--- src/rtl/serial_adder_seq.sv ---
// Bit-serial WIDTH-bit adder: one full-adder cell plus a carry flop, LSB first.
// Define SERIAL_ADDER_OVF_EN to build the signed overflow flop; otherwise Ovf is tied low.
module serial_adder_seq #(
   parameter int WIDTH = 8
) (
   input  logic             Clk,
   input  logic             Reset,
   input  logic             Start,
   input  logic [WIDTH-1:0] A,
   input  logic [WIDTH-1:0] B,
   output logic             Busy,
   output logic             Done,
   output logic [WIDTH-1:0] Sum,
   output logic             Cout,
   output logic             Ovf
);

   localparam int CW = $clog2(WIDTH + 1);

   typedef enum logic [1:0] {
      IDLE  = 2'd0,
      SHIFT = 2'd1,
      DONE  = 2'd2
   } state_t;

   state_t           state_q, state_d;
   logic [WIDTH-1:0] sa_q, sa_d;
   logic [WIDTH-1:0] sb_q, sb_d;
   logic [WIDTH-1:0] ss_q, ss_d;
   logic [WIDTH-1:0] sum_q, sum_d;
   logic [CW-1:0]    cnt_q, cnt_d;
   logic             c_q, c_d;
   logic             cout_q, cout_d;
   logic             busy_q, busy_d;
   logic             done_q, done_d;
   logic             s_bit, c_out, last_bit;
`ifdef SERIAL_ADDER_OVF_EN
   logic             ovf_q, ovf_d;
`endif

   assign s_bit    = sa_q[0] ^ sb_q[0] ^ c_q;
   assign c_out    = (sa_q[0] & sb_q[0]) | (sa_q[0] & c_q) | (sb_q[0] & c_q);
   assign last_bit = (cnt_q == CW'(WIDTH - 1));

   always_comb begin
      state_d = state_q;
      sa_d    = sa_q;
      sb_d    = sb_q;
      ss_d    = ss_q;
      sum_d   = sum_q;
      cnt_d   = cnt_q;
      c_d     = c_q;
      cout_d  = cout_q;
      busy_d  = busy_q;
      done_d  = 1'b0;
`ifdef SERIAL_ADDER_OVF_EN
      ovf_d   = ovf_q;
`endif
      case (state_q)
         IDLE: begin
            if (Start) begin
               sa_d    = A;
               sb_d    = B;
               c_d     = 1'b0;
               cnt_d   = '0;
               busy_d  = 1'b1;
               state_d = SHIFT;
            end
         end
         SHIFT: begin
            c_d   = c_out;
            sa_d  = {1'b0, sa_q[WIDTH-1:1]};
            sb_d  = {1'b0, sb_q[WIDTH-1:1]};
            ss_d  = {s_bit, ss_q[WIDTH-1:1]};
            cnt_d = cnt_q + CW'(1);
            // The final bit publishes the result straight from the shift input.
            if (last_bit) begin
               sum_d   = {s_bit, ss_q[WIDTH-1:1]};
               cout_d  = c_out;
`ifdef SERIAL_ADDER_OVF_EN
               ovf_d   = c_q ^ c_out;
`endif
               done_d  = 1'b1;
               state_d = DONE;
            end
         end
         DONE: begin
            busy_d  = 1'b0;
            state_d = IDLE;
         end
         default: begin
            busy_d  = 1'b0;
            state_d = IDLE;
         end
      endcase
   end

   always_ff @(posedge Clk or posedge Reset) begin
      if (Reset) begin
         state_q <= IDLE;
         sa_q    <= '0;
         sb_q    <= '0;
         ss_q    <= '0;
         sum_q   <= '0;
         cnt_q   <= '0;
         c_q     <= 1'b0;
         cout_q  <= 1'b0;
         busy_q  <= 1'b0;
         done_q  <= 1'b0;
      end else begin
         state_q <= state_d;
         sa_q    <= sa_d;
         sb_q    <= sb_d;
         ss_q    <= ss_d;
         sum_q   <= sum_d;
         cnt_q   <= cnt_d;
         c_q     <= c_d;
         cout_q  <= cout_d;
         busy_q  <= busy_d;
         done_q  <= done_d;
      end
   end

`ifdef SERIAL_ADDER_OVF_EN
   always_ff @(posedge Clk or posedge Reset) begin
      if (Reset) begin
         ovf_q <= 1'b0;
      end else begin
         ovf_q <= ovf_d;
      end
   end

   assign Ovf = ovf_q;
`else
   assign Ovf = 1'b0;
`endif

   assign Busy = busy_q;
   assign Done = done_q;
   assign Sum  = sum_q;
   assign Cout = cout_q;

endmodule
--- config.mk ---
export PLATFORM = sky130hd
export DESIGN_NAME = serial_adder_seq
export DESIGN_NICKNAME = d
export VERILOG_FILES = /design/src/rtl/serial_adder_seq.sv
export SDC_FILE = /design/constraint.sdc
export NUM_CORES = 1
export LEC_CHECK = 0
export ABC_AREA = 1
export ABC_CLOCK_PERIOD_IN_PS = 1720
export CAP_MARGIN = 20
export CORE_MARGIN = 2
export CORE_UTILIZATION = 30
export DETAILED_ROUTE_END_ITERATION = 10
export HOLD_SLACK_MARGIN = 0.15
export PLACE_DENSITY = 0.61
export SLEW_MARGIN = 20
export SYNTH_ARGS = -nofsm -noshare
export SYNTH_HDL_FRONTEND = slang
export SYNTH_SLANG_ARGS = --single-unit
--- constraint.sdc ---
create_clock -name Clk -period 1.72 [get_ports Clk]
set_input_delay 0.43 -clock Clk [delete_from_list [all_inputs] [get_ports Clk]]
set_output_delay 0.43 -clock Clk [all_outputs]
set_load 0.1 [all_outputs]
======== Word level (Yosys, flattened, before mapping) ========
Index checks and enable logic that the tools add are counted.
storage, ports and cells
  flip-flop bits (word level) ............. 42
  input bits .............................. 19
  word-level logic and storage cells ...... 44
  output and inout port bits .............. 12
operators by class
  bitwise gates (word level) .............. 8
  add/subtract/negate cells ............... 1
  reduce and logical (&&, ||, !) cells .... 6
  muxes and demuxes ....................... 15
  equal/unequal tests ..................... 4
operator list
  cell                                                             count
  8-bit case mux with 2 select lines                               2
  8-bit 2-to-1 mux                                                 2
  4-bit case mux with 2 select lines                               1
  2-bit AND reduction                                              4
  4-bit by 1-bit adder with 4-bit output, second input constant    1
  4-bit by 3-bit == test with 1-bit output, second input constant  1
  1-bit 2-to-1 mux                                                 4
  2-bit 2-to-1 mux                                                 2
  4-bit 2-to-1 mux                                                 1
  2-bit inequality test, second input constant                     2
  1-bit case mux with 2 select lines                               2
  2-bit case mux with 2 select lines                               1
  1-bit AND                                                        3
  2-bit by 1-bit == test with 1-bit output, second input constant  1
  2-bit zero test                                                  1
  1-bit bitwise OR                                                 2
  2-bit nonzero test                                               1
  1-bit XOR                                                        2
  1-bit inverter                                                   1

======== Depth between registers and ports, before layout ========
Gate-level depths: netlist of the first run.
  depth in word-level cells ............... 4
  gate-level depth with buffers ........... 6

======== Least setup slack after synthesis of the first run ========
No wires, ideal clock.
  path type ............................... flip-flop to output port
  from .................................... register busy_q, in the netlist Busy
  to ...................................... output port Busy
  arrival time ............................ 898 ps
  setup slack ............................. 392 ps
  path buffers ............................ 0
  data required time ...................... 1290 ps
  stages on the path, launching flop included .. 1
  path through ............................ dfrtp_1
RTL lines
  what                      line  text
  start: declaration        34    logic busy_q, busy_d;
  start signal: assignment  119   busy_q <= busy_d;
  end: declaration          11    output logic Busy,
No word-level cell between the ends.

======== Worst setup path after layout of the first run ========
  from .................................... register sum_q[4], in the netlist Sum[4]
  to ...................................... output port Sum[4]
RTL lines
  what                      line  text
  start: declaration        30    logic [WIDTH-1:0] sum_q, sum_d;
  start signal: assignment  115   sum_q <= sum_d;
  end: declaration          13    output logic [WIDTH-1:0] Sum,
No word-level cell between the ends.

==> summary.txt, run 1 <==
Run status
  – Status: completed

Worst setup path
  – CP max FO: 2
  – R2R Path End: Sum[2]$_DFFE_PP0P_
  – Setup CP Type: register to primary output
  – Startpoint types: register
  – WP buf/inv: 1
  – Worst endpoint required time: 1290 ps
  – CP Cell Sequence: buf_12
  – CP delay by family, top: flip-flops
  – WP data arrival: ~890 ps
  – Slowest CP cell: dfrtp_1
  – CP Capture Type: primary output
  – R2R cell count: 6
  – RR Startpoint: state_q[1]$_DFFE_PP0P_
  – Max stage delay on crit path: between 400 and 500 ps
  – Worst R2R Setup Slack: about 430 ps

Layout
  – Design Area, Final: 2310 sq um
  – Proportion of layout cells with a drive suffix above 1: between 10 and 15%
  – Final std cells w/o fill: slightly above 300
  – Most frequent cells in the layout: nand2_1, dfrtp_1, nand3_1, clkdlybuf4s50_1, buf_12
  – Post-layout nets: 248
  – Fillers: slightly above 600
  – Commonest non-fill, non-tap cell in the layout: nand2_1
  – Area delta synth->final: 30.5%
  – Diode count: 0
  – Final core utilization: between 30% and 40%

Die
  – Core Footprint: about 5800 sq um
  – Die area: roughly 6500 sq um
  – Initial Util: between 30% and 40%
  – Width of the die: ~80 um
  – Die height: about 81 um
  – Std cell rows: 28
  – Num ports: 31

STA
  – Count of final max-slew check failures: 0
  – Setup TNS: 0 ps
  – Final Hold Fails: 0
  – Fin Hold WS: ~480 ps
  – Clk_skew: around 5.6 ps
  – Final count of negative-setup-slack endpoints: 0
  – Final min period: about 1300 ps
  – RSZ-0062 raised after global routing: no
  – Final period util: between 70% and 80%
  – Fmax: roughly 750 MHz

CTS
  – Postcts setup bufs: 0
  – Post-cts gate resize count: 0
  – Cts hold-fix bufs: 0
  – Clock-pin slew on the worst setup and hold paths: around 80 ps
  – Max Buffers Root-to-Sink: 2
  – Num CTS Buffers: 5
  – Root Driver: clkbuf_8
  – Depth of the CTS H-tree: 2
  – CTS tree: built
  – Clock sink count: ~40
  – Clk_lat worst skew: about 290 ps

Global routing
  – Initial antenna violation count: 0
  – Vias in the first global route: 1,318
  – Total grt overflow: 0
  – First-pass GRT wire length: between 6000 and 7000 um
  – Largest net degree at the start of global routing: 42
  – Total global routing track utilization: roughly an eighth

Placement
  – DP HPWL: roughly 2200 um
  – Port-buffer cells: 29
  – Cell total after placement: 295
  – GPL Wtd Cong: 0.744
  – DP Area: 2230 sq um

Drt
  – Drt first-iter violations: between 60 and 70
  – Wire length per cell: roughly 11 um
  – DR vias/cell: about 4.4
  – DRC violations left: 0
  – Post-DRT Antenna Nets: 0
  – Vias: ~1,300
  – DRT Wirelength: ~3400 um
  – First drt pass iteration count: 4

Yosys
  – Mapped Cells: about 200
  – Register area share after synthesis: between 50 and 60%
  – Synth Area per Inst: 9.01 sq um
  – Post-Syn Area: ~1800 sq um
  – Unique cell type count in the Yosys netlist: 21
  – Yosys reg bits: 41
  – Yosys warns: 0
  – Syn Nets: between 200 and 250

Pwr
  – Power per cell area: roughly 2000 nW/um^2
  – Worst VDD drop: about 0.94 mV
  – Pleak: 1.12 nW

Job
  – Max cap viols: 0

Hold path
  – Tightest Hold Check Type: primary input to asynchronous set/reset pin
routing by layer:
| layer | routed length, um | global-route usage, % | share of wire [%] |
|---|---|---|---|
| met1 | 1560 | 15.1 | 46 |
| met2 | 1600 | 19.8 | 47 |
| met3 | 168 | 3.11 | 5.0 |
| met4 | 52 | 4.58 | 1.5 |
| met5 | 0 | 0 | 0 |
synth_stat cells:
cell	count	share of area (%)
nor2_1	2	0.42
inv_6	1	0.49
ha_1	1	0.71
inv_2	1	0.21
nand2_2	2	0.71
nand3_2	1	0.56
nand3_1	37	10
fa_1	1	1.1
buf_2	3	0.85
o21ai_0	2	0.56
nor2_2	1	0.35
buf_4	2	0.85
buf_6	4	2.5
dfrtp_1	41	58
o21ai_1	3	0.85
nand2_4	1	0.63
inv_1	4	0.85
conb_1	1	0.21
nor2_4	2	1.3
nand4_1	1	0.35
nand2_1	86	18
report_power, final:
part | switching, mW | leakage, nW | internal (mW)
Sequential | 0.333 | 0.520 | 1.37
Clock | 0.330 | 0.0439 | 0.280
Combinational | 1.54 | 0.555 | 0.819
Total | 2.20 | 1.12 | 2.47
registers in the layout, summed over array words and instances, names as in the netlist:
signal	cells
Busy	1
Cout	1
Done	1
Sum	8
c_q	1
cnt_q	4
sa_q	8
sb_q	8
ss_q	7
state_q	2
worst max path at each step:
stage,from,endpoint,slack (ps),cells past startpoint
after floorplan,Reset,Busy$_DFFE_PP0P_,340,1
after global placement,Start,sa_q[5]$_DFFE_PP0P_,170,5
after detailed placement,Start,state_q[0]$_DFFE_PP0P_,130,5
after CTS,Sum[4]$_DFFE_PP0P_,Sum[4],380,1
after global routing,state_q[1]$_DFFE_PP0P_,Sum[1]$_DFFE_PP0P_,300,6
final,Sum[4]$_DFFE_PP0P_,Sum[4],400,1
cell type report:
class / instances / area [sq um] / share of cell area (%)
sequential: 41 / 1030 / 44.3
clock inverter: 3 / 17.5 / 0.757
tap: 75 / 93.8 / 4.05
clock buffer: 5 / 68.8 / 2.97
multi-input combinational: 141 / 646 / 27.9
inverter: 6 / 27.5 / 1.19
timing repair buffer: 32 / 435 / 18.8
metrics by stage:
step	power, mW	worst slack [ps]
after global routing	5.01	295
after CTS	4.74	378
after detailed placement	4.11	126
after global placement	4.05	166
final	4.67	395
after floorplan	3.36	344
cell families (layout without fill, tap and decap cells):
group | count (synthesis) | after routing | share of synthesized area [%]
compound gates | 5 | 5 | 1.41
other cells | 1 | 1 | 0.211
buf+inv | 15 | 46 | 5.78
simple gates | 133 | 133 | 32.9
fa+ha+maj | 2 | 2 | 1.83
flops | 41 | 41 | 57.8
Power figures use the tool's default switching activity.
==> run 2: changes to the inputs <==
Settings changed: ABC_CLOCK_PERIOD_IN_PS 1720 to 1300.
Clock period 1.72 ns to 1.3 ns, I/O delays scaled along.
==> run 2 against run 1 <==
  * Setup slack worse by 320 ps
  * Die area unchanged
  * Power up 42%
  * Highest routed layer unchanged
==> summary.txt, run 2 (synthesis results as in run 1) <==
Pwr
  – Clock group share of total power: 15.4% (+2.3 points)
  – Int Pwr: 3.63 mW (+47%)
  – Power per cell area: 2710 nW/um^2 (+34%)
  – Pleak: 1.17 nW (+4.4%)
  – NetSw: 2.98 mW (+36%)
  – Comb pwr share: 50.6% (+0.2 points)
  – Sw Share: 45.1% (-2.0 points)
  – Worst VDD drop: 1.27 mV (+34%)
  – Reg power frac: 34.0% (-2.5 points)

Placement
  – DP HPWL: 2290 um (+1.9%)
  – Dpl ws: -70.8 ps (-197 ps)
  – GPL Wtd Cong: 0.754 (+1.3%)
  – Port-buffer cells: 29 (unchanged)
  – DP Area: 2300 sq um (+3.0%)

Die
  – Initial Util: 30.5% (unchanged)
  – Width of the die: 80.9 um (unchanged)
  – Num ports: 31 (unchanged)
  – Die area: 6540 sq um (unchanged)
  – Std cell rows: 28 (unchanged)
  – Core Footprint: 5820 sq um (unchanged)
  – Die height: 80.9 um (unchanged)

CTS
  – Clock-pin slew on the worst setup and hold paths: 80 ps (about the same)
  – Max Buffers Root-to-Sink: 2 (unchanged)
  – Root Driver: clkbuf_8
  – Num CTS Buffers: 5 (unchanged)
  – Cts hold-fix bufs: 0 (unchanged)
  – Clock sink count: 41 (unchanged)
  – Depth of the CTS H-tree: 2 (unchanged)
  – CTS tree: built
  – Clk_lat worst skew: 290 ps (about the same)

Drt
  – DRT Wirelength: 3440 um (+2.0%)
  – Vias: 1,366 (+1.6%)
  – DRC violations left: 0 (unchanged)
  – Wire length per cell: 11.2 um (+0.33%)
  – First drt pass iteration count: 4 (unchanged)
  – DR vias/cell: 4.44 (about the same)
  – Drt first-iter violations: 55 (-20%)
  – Post-DRT Antenna Nets: 0 (unchanged)

STA
  – Worst setup margin: 79.5 ps (-316 ps)
  – Final Hold Fails: 0 (unchanged)
  – Final count of negative-setup-slack endpoints: 0 (unchanged)
  – Final min period: about 1200 ps
  – Count of final max-slew check failures: 0 (unchanged)
  – Fin Hold WS: 382 ps (-102 ps)
  – Fmax: between 800 and 900 MHz
  – Clk_skew: 8.88 ps (+3.31 ps)
  – Setup TNS: 0 ps (unchanged)
  – Final period util: a little over nine tenths
  – RSZ-0062 raised after global routing: yes

Layout
  – Most frequent cells in the layout: nand2_1, dfrtp_1, nand3_1, clkdlybuf4s50_1, buf_12
  – Proportion of layout cells with a drive suffix above 1: 16.3% (+2.7 points)
  – Storage element area: 1030 sq um (unchanged)
  – Post-layout nets: 253 (+2.0%)
  – Area delta synth->final: 37.5%
  – Multi-input gate area: 674 sq um (+4.5%)
  – Design Area, Final: 2440 sq um (+5.4%)
  – Diode count: 0 (unchanged)
  – Commonest non-fill, non-tap cell in the layout: nand2_1
  – Fillers: 609 (-1.6%)

Worst setup path
  – Worst path depth: 1 (unchanged)
  – CP Capture Type: primary output
  – Startpoint types: register
  – Max stage delay on crit path: 420 ps (about the same)
  – Slowest CP cell: dfrtp_1
  – Worst R2R Setup Slack: 110 ps (-320 ps)
  – R2R cell count: 6 (unchanged)
  – WP buf/inv: 1 (unchanged)
  – CP Cell Sequence: buf_12
  – WP data arrival: 900 ps (about the same)
  – CP delay by family, top: flip-flops
  – Setup CP Type: register to primary output
  – CP max FO: 2 (unchanged)
  – Worst endpoint required time: 980 ps (-310 ps)

Global routing
  – Vias in the first global route: 1,371 (+4.0%)
  – Largest net degree at the start of global routing: 42 (unchanged)
  – Total grt overflow: 0 (unchanged)
  – First-pass GRT wire length: 5980 um (-1.4%)
  – Total global routing track utilization: 11.8% (-0.15 points)
  – Initial antenna violation count: 0 (unchanged)

Job
  – Max cap viols: 0 (unchanged)

Run status
  – Status: completed

Hold path
  – Tightest Hold Check Type: primary input to asynchronous set/reset pin
run 2: area by class of cell:
type	instances	share of cell area (%)
repair buffers	36	20.6
well taps	75	3.85
multi-input cells	142	27.6
flip-flops and latches	41	42.1
clock buffers	5	2.82
inverters	6	1.13
clock inverters	3	1.90
run 2: repair_timing:
action / CTS / global route
buffers inserted: 0 / 0
gates resized for setup: 0 / 5
setup endpoints to repair: 0 / 9
run 2: power by group through the flow:
stage	sequential, mW	combinational [mW]	clock [mW]
final	2.25	3.35	1.02
after detailed placement	2.27	3.33	0
after floorplan	3.23	1.22	0
after CTS	2.25	3.33	1.06
after global placement	2.25	3.28	0
after global routing	2.34	3.61	1.12
run 2: stage by stage:
step                      utilization, %  total power, mW  std cells
after floorplan                        -             4.45        197
final                               42.0             6.62        308
after CTS                           41.5             6.64        307
after global placement              39.5             5.53        299
after global routing                42.0             7.07        308
after detailed placement            39.5             5.60        299
run 2: layer usage:
layer  part of all wire [%]  global-route usage (%)
met5                      0                       0
met4                   0.90                    4.07
met3                    3.7                    3.11
met2                     49                    20.4
met1                     46                    14.3
run 2: final timing paths:
| path | start | endpoint |
|---|---|---|
| setup / recovery | Busy$_DFFE_PP0P_ | Busy |
| hold / removal | Reset | sb_q[4]$_DFFE_PP0P_ |
| setup reg to reg | cnt_q[1]$_DFFE_PP0P_ | Sum[1]$_DFFE_PP0P_ |
| hold reg to reg | ss_q[1]$_DFFE_PP0P_ | Sum[0]$_DFFE_PP0P_ |
| max in group asynchronous | Reset | cnt_q[0]$_DFFE_PP0P_ |
| min in group Clk | ss_q[1]$_DFFE_PP0P_ | Sum[0]$_DFFE_PP0P_ |
==> run 3: changes to the inputs <==
Settings changed: ABC_AREA 1 to not set.
==> run 3 against run 2 <==
  * The run now ends with setup timing left
  * Maximum frequency shrank 14%
  * Count of clock-buffer cells in the layout is the same
  * Largest power group unchanged
  * Largest cell class unchanged
  * Sequential power shrank 4%
  * Non-clock buffer count grew 17
  * Critical path depth grew 3
  * Die area shrank 1.4%
  * Critical path type is now register to register
  * Power grew 1.2%
  * Sequential share of layout area shrank 1.6 points
  * Register-to-register slack lost 230 ps
==> summary.txt, run 3 <==
Run status
  – Status: finished with violations
  – Failing checks: setup timing

STA
  – Final Hold Fails: 0 (unchanged)
  – Final count of negative-setup-slack endpoints: 9 (+9)
  – RSZ-0062 raised after global routing: yes
  – Fmax: 705 MHz (-14%)
  – Count of final max-slew check failures: 0 (unchanged)
  – Worst setup margin: -118 ps (-198 ps)
  – Final period util: 109% (+15 points)
  – Clk_skew: 6.75 ps (-2.13 ps)
  – Final min period: 1420 ps (+198 ps)
  – Fin Hold WS: 371 ps (-10.6 ps)

Die
  – Width of the die: 80.3 um (-0.70%)
  – Die area: 6450 sq um (-1.4%)
  – Die height: 80.3 um (-0.70%)
  – Num ports: 31 (unchanged)
  – Initial Util: 31.4% (+0.85 points)
  – Core Footprint: 5570 sq um (-4.2%)
  – Std cell rows: 27 (-3.6%)

Drt
  – Wire length per cell: 12.5 um (+12%)
  – Drt first-iter violations: 95 (+73%)
  – Vias: 1,294 (-5.3%)
  – DR vias/cell: 4.59 (+3.5%)
  – Post-DRT Antenna Nets: 0 (unchanged)
  – First drt pass iteration count: 4 (unchanged)
  – DRT Wirelength: 3520 um (+2.2%)
  – DRC violations left: 0 (unchanged)

Worst setup path
  – R2R Path End: Sum[6]$_DFFE_PP0P_
  – RR Startpoint: state_q[1]$_DFFE_PP0P_
  – Startpoint types: register
  – Setup CP Type: register to register
  – WP data arrival: 1600 ps (+700 ps)
  – CP Capture Type: register
  – R2R cell count: 4 (-2)
  – CP max FO: 9 (+7)
  – Worst endpoint required time: 1480 ps (+500 ps)
  – Worst R2R Setup Slack: -120 ps (-230 ps)

CTS
  – Root Driver: clkbuf_8
  – Clock sink count: 41 (unchanged)
  – Depth of the CTS H-tree: 2 (unchanged)
  – CTS tree: built
  – Clk_lat worst skew: 290 ps (about the same)
  – Cts hold-fix bufs: 0 (unchanged)
  – Max Buffers Root-to-Sink: 2 (unchanged)
  – Num CTS Buffers: 5 (unchanged)
  – Clock-pin slew on the worst setup and hold paths: 80 ps (about the same)

Layout
  – Post-layout nets: 231 (-8.7%)
  – Commonest non-fill, non-tap cell in the layout: dfrtp_1
  – Area delta synth->final: 45.1%
  – Most frequent cells in the layout: dfrtp_1, nand2_1, clkdlybuf4s50_1, buf_4, o21ai_0
  – Design Area, Final: 2540 sq um (+3.9%)
  – Diode count: 0 (unchanged)
  – Proportion of layout cells with a drive suffix above 1: 27.1% (+11 points)
  – Final core utilization: 45.5% (+3.5 points)

Yosys
  – Most frequent cells after synthesis: dfrtp_1, nand2_1, o21ai_0, a21oi_1, mux2_2
  – Post-synth top area cell: dfrtp_1
  – Mapped Cells: 161 (-18%)
  – Primary FF master, synth: dfrtp_1
  – Post-synth ARST share: 100% (unchanged)
  – Top-count cell post-synth: dfrtp_1
  – Post-synth top area share: 58.7% (+0.87 points)
  – Adder-Cell Fraction of Synth Area: 1.86% (+0.028 points)
  – Multiplexer share of the synthesized area: 6.44% (+6.4 points)
  – Synth Area per Inst: 10.9 sq um (+21%)
  – Post-synth EDFFs: 0 (unchanged)
  – Synth Area in Compound Gates: 13.2% (+12 points)
  – Synth Area in Simple Gates: 16.2% (-17 points)
  – Yosys warns: 0 (unchanged)
  – XOR/XNOR share of the synthesized area: 0% (unchanged)
  – Post-Syn Area: 1750 sq um (-1.5%)
  – Main area contributors after synthesis: dfrtp_1, nand2_1, mux2_2, o21ai_0, and3b_1
  – Unique cell type count in the Yosys netlist: 26 (+24%)
  – Syn Nets: 182 (-17%)
  – Yosys reg bits: 41 (unchanged)
  – Largest family of logic cells by synthesized area: simple AND/OR/NAND/NOR gates
  – Register area share after synthesis: 58.7% (+0.87 points)

Global routing
  – Largest net degree at the start of global routing: 42 (unchanged)
  – Vias in the first global route: 1,262 (-8.0%)
  – Total global routing track utilization: 12.4% (+0.58 points)
  – Initial antenna violation count: 0 (unchanged)
  – First-pass GRT wire length: 6050 um (+1.3%)
  – Total grt overflow: 0 (unchanged)

Placement
  – Port-buffer cells: 29 (unchanged)
  – DP HPWL: 2380 um (+4.0%)
  – GPL Wtd Cong: 0.691 (-8.3%)
  – DP Area: 2360 sq um (+2.8%)

Hold path
  – Tightest Hold Check Type: primary input to asynchronous set/reset pin

Pwr
  – Design Power: 6.69 mW (+1.2%)
  – Pleak: 1.21 nW (+3.5%)
  – Worst VDD drop: 1.56 mV (+23%)
  – Power per cell area: 2640 nW/um^2 (-2.7%)

Job
  – Max cap viols: 0 (unchanged)
[run 3: final cells by class]
class,instances,area [sq um]
Fill cell,534,3040
Sequential cell,41,1030
Multi-Input combinational cell,108,692
Timing Repair Buffer,53,621
Tap cell,72,90.1
Clock buffer,5,68.8
Clock inverter,2,35.0
Inverter,1,3.75
[run 3: report_power, final]
group | switching [mW] | internal (mW) | total, mW
Combinational | 2.00 | 1.54 | 3.53
Clock | 0.434 | 0.558 | 0.992
Sequential | 0.374 | 1.79 | 2.17
Total | 2.80 | 3.89 | 6.69
[run 3: through the flow]
step | std cells | worst slack, ps | TNS, ps
2_1_floorplan | 161 | -120 | -1060
3_3_place_gp | 271 | -190 | -4400
5_1_grt | 282 | -178 | -1500
6_report | 282 | -118 | -988
3_5_place_dp | 271 | -208 | -5010
4_1_cts | 282 | -126 | -1080
[run 3: cells by family after synthesis]
kind of cell    after synthesis
flops                        41
simple gates                 57
mux                          10
fa+ha+maj                     2
buf+inv                      12
other cells                   1
compound gates               38
[run 3: worst max-delay path by stage]
stage	from	endpoint	cells after the start
after floorplan	cnt_q[0]$_DFFE_PP0P_	Cout$_DFFE_PP0P_	4
after global placement	Start	sb_q[6]$_DFFE_PP0P_	5
after detailed placement	Start	sb_q[2]$_DFFE_PP0P_	6
after CTS	cnt_q[0]$_DFFE_PP0P_	Sum[6]$_DFFE_PP0P_	5
after global routing	cnt_q[0]$_DFFE_PP0P_	Sum[2]$_DFFE_PP0P_	5
final	state_q[1]$_DFFE_PP0P_	Sum[6]$_DFFE_PP0P_	4
[run 3: metal layers]
| metal | vias up | global-route usage [%] | wire [um] |
|---|---|---|---|
| met4 | 0 | 6.10 | 77 |
| met1 | 616 | 16.4 | 1720 |
| met3 | 6 | 3.48 | 127 |
| li1 | 648 | - | - |
| met2 | 24 | 18.7 | 1600 |
| met5 | - | 0 | 0 |
[run 3: worst max-delay path, stage by stage, from the launching register on]
cell	delay (ps)
dfrtp_1	390
nand2b_1	190
nor3_4	230
buf_12	160
mux2_2	330
[run 3: repair_timing]
action                                 4_1_cts  5_1_grt
gates cloned                                 1        0
gates resized for setup                      6        8
pin swaps                                    0        1
setup buffers                                3        0
endpoints found under the hold margin        0        0
setup endpoints to repair                   28       28
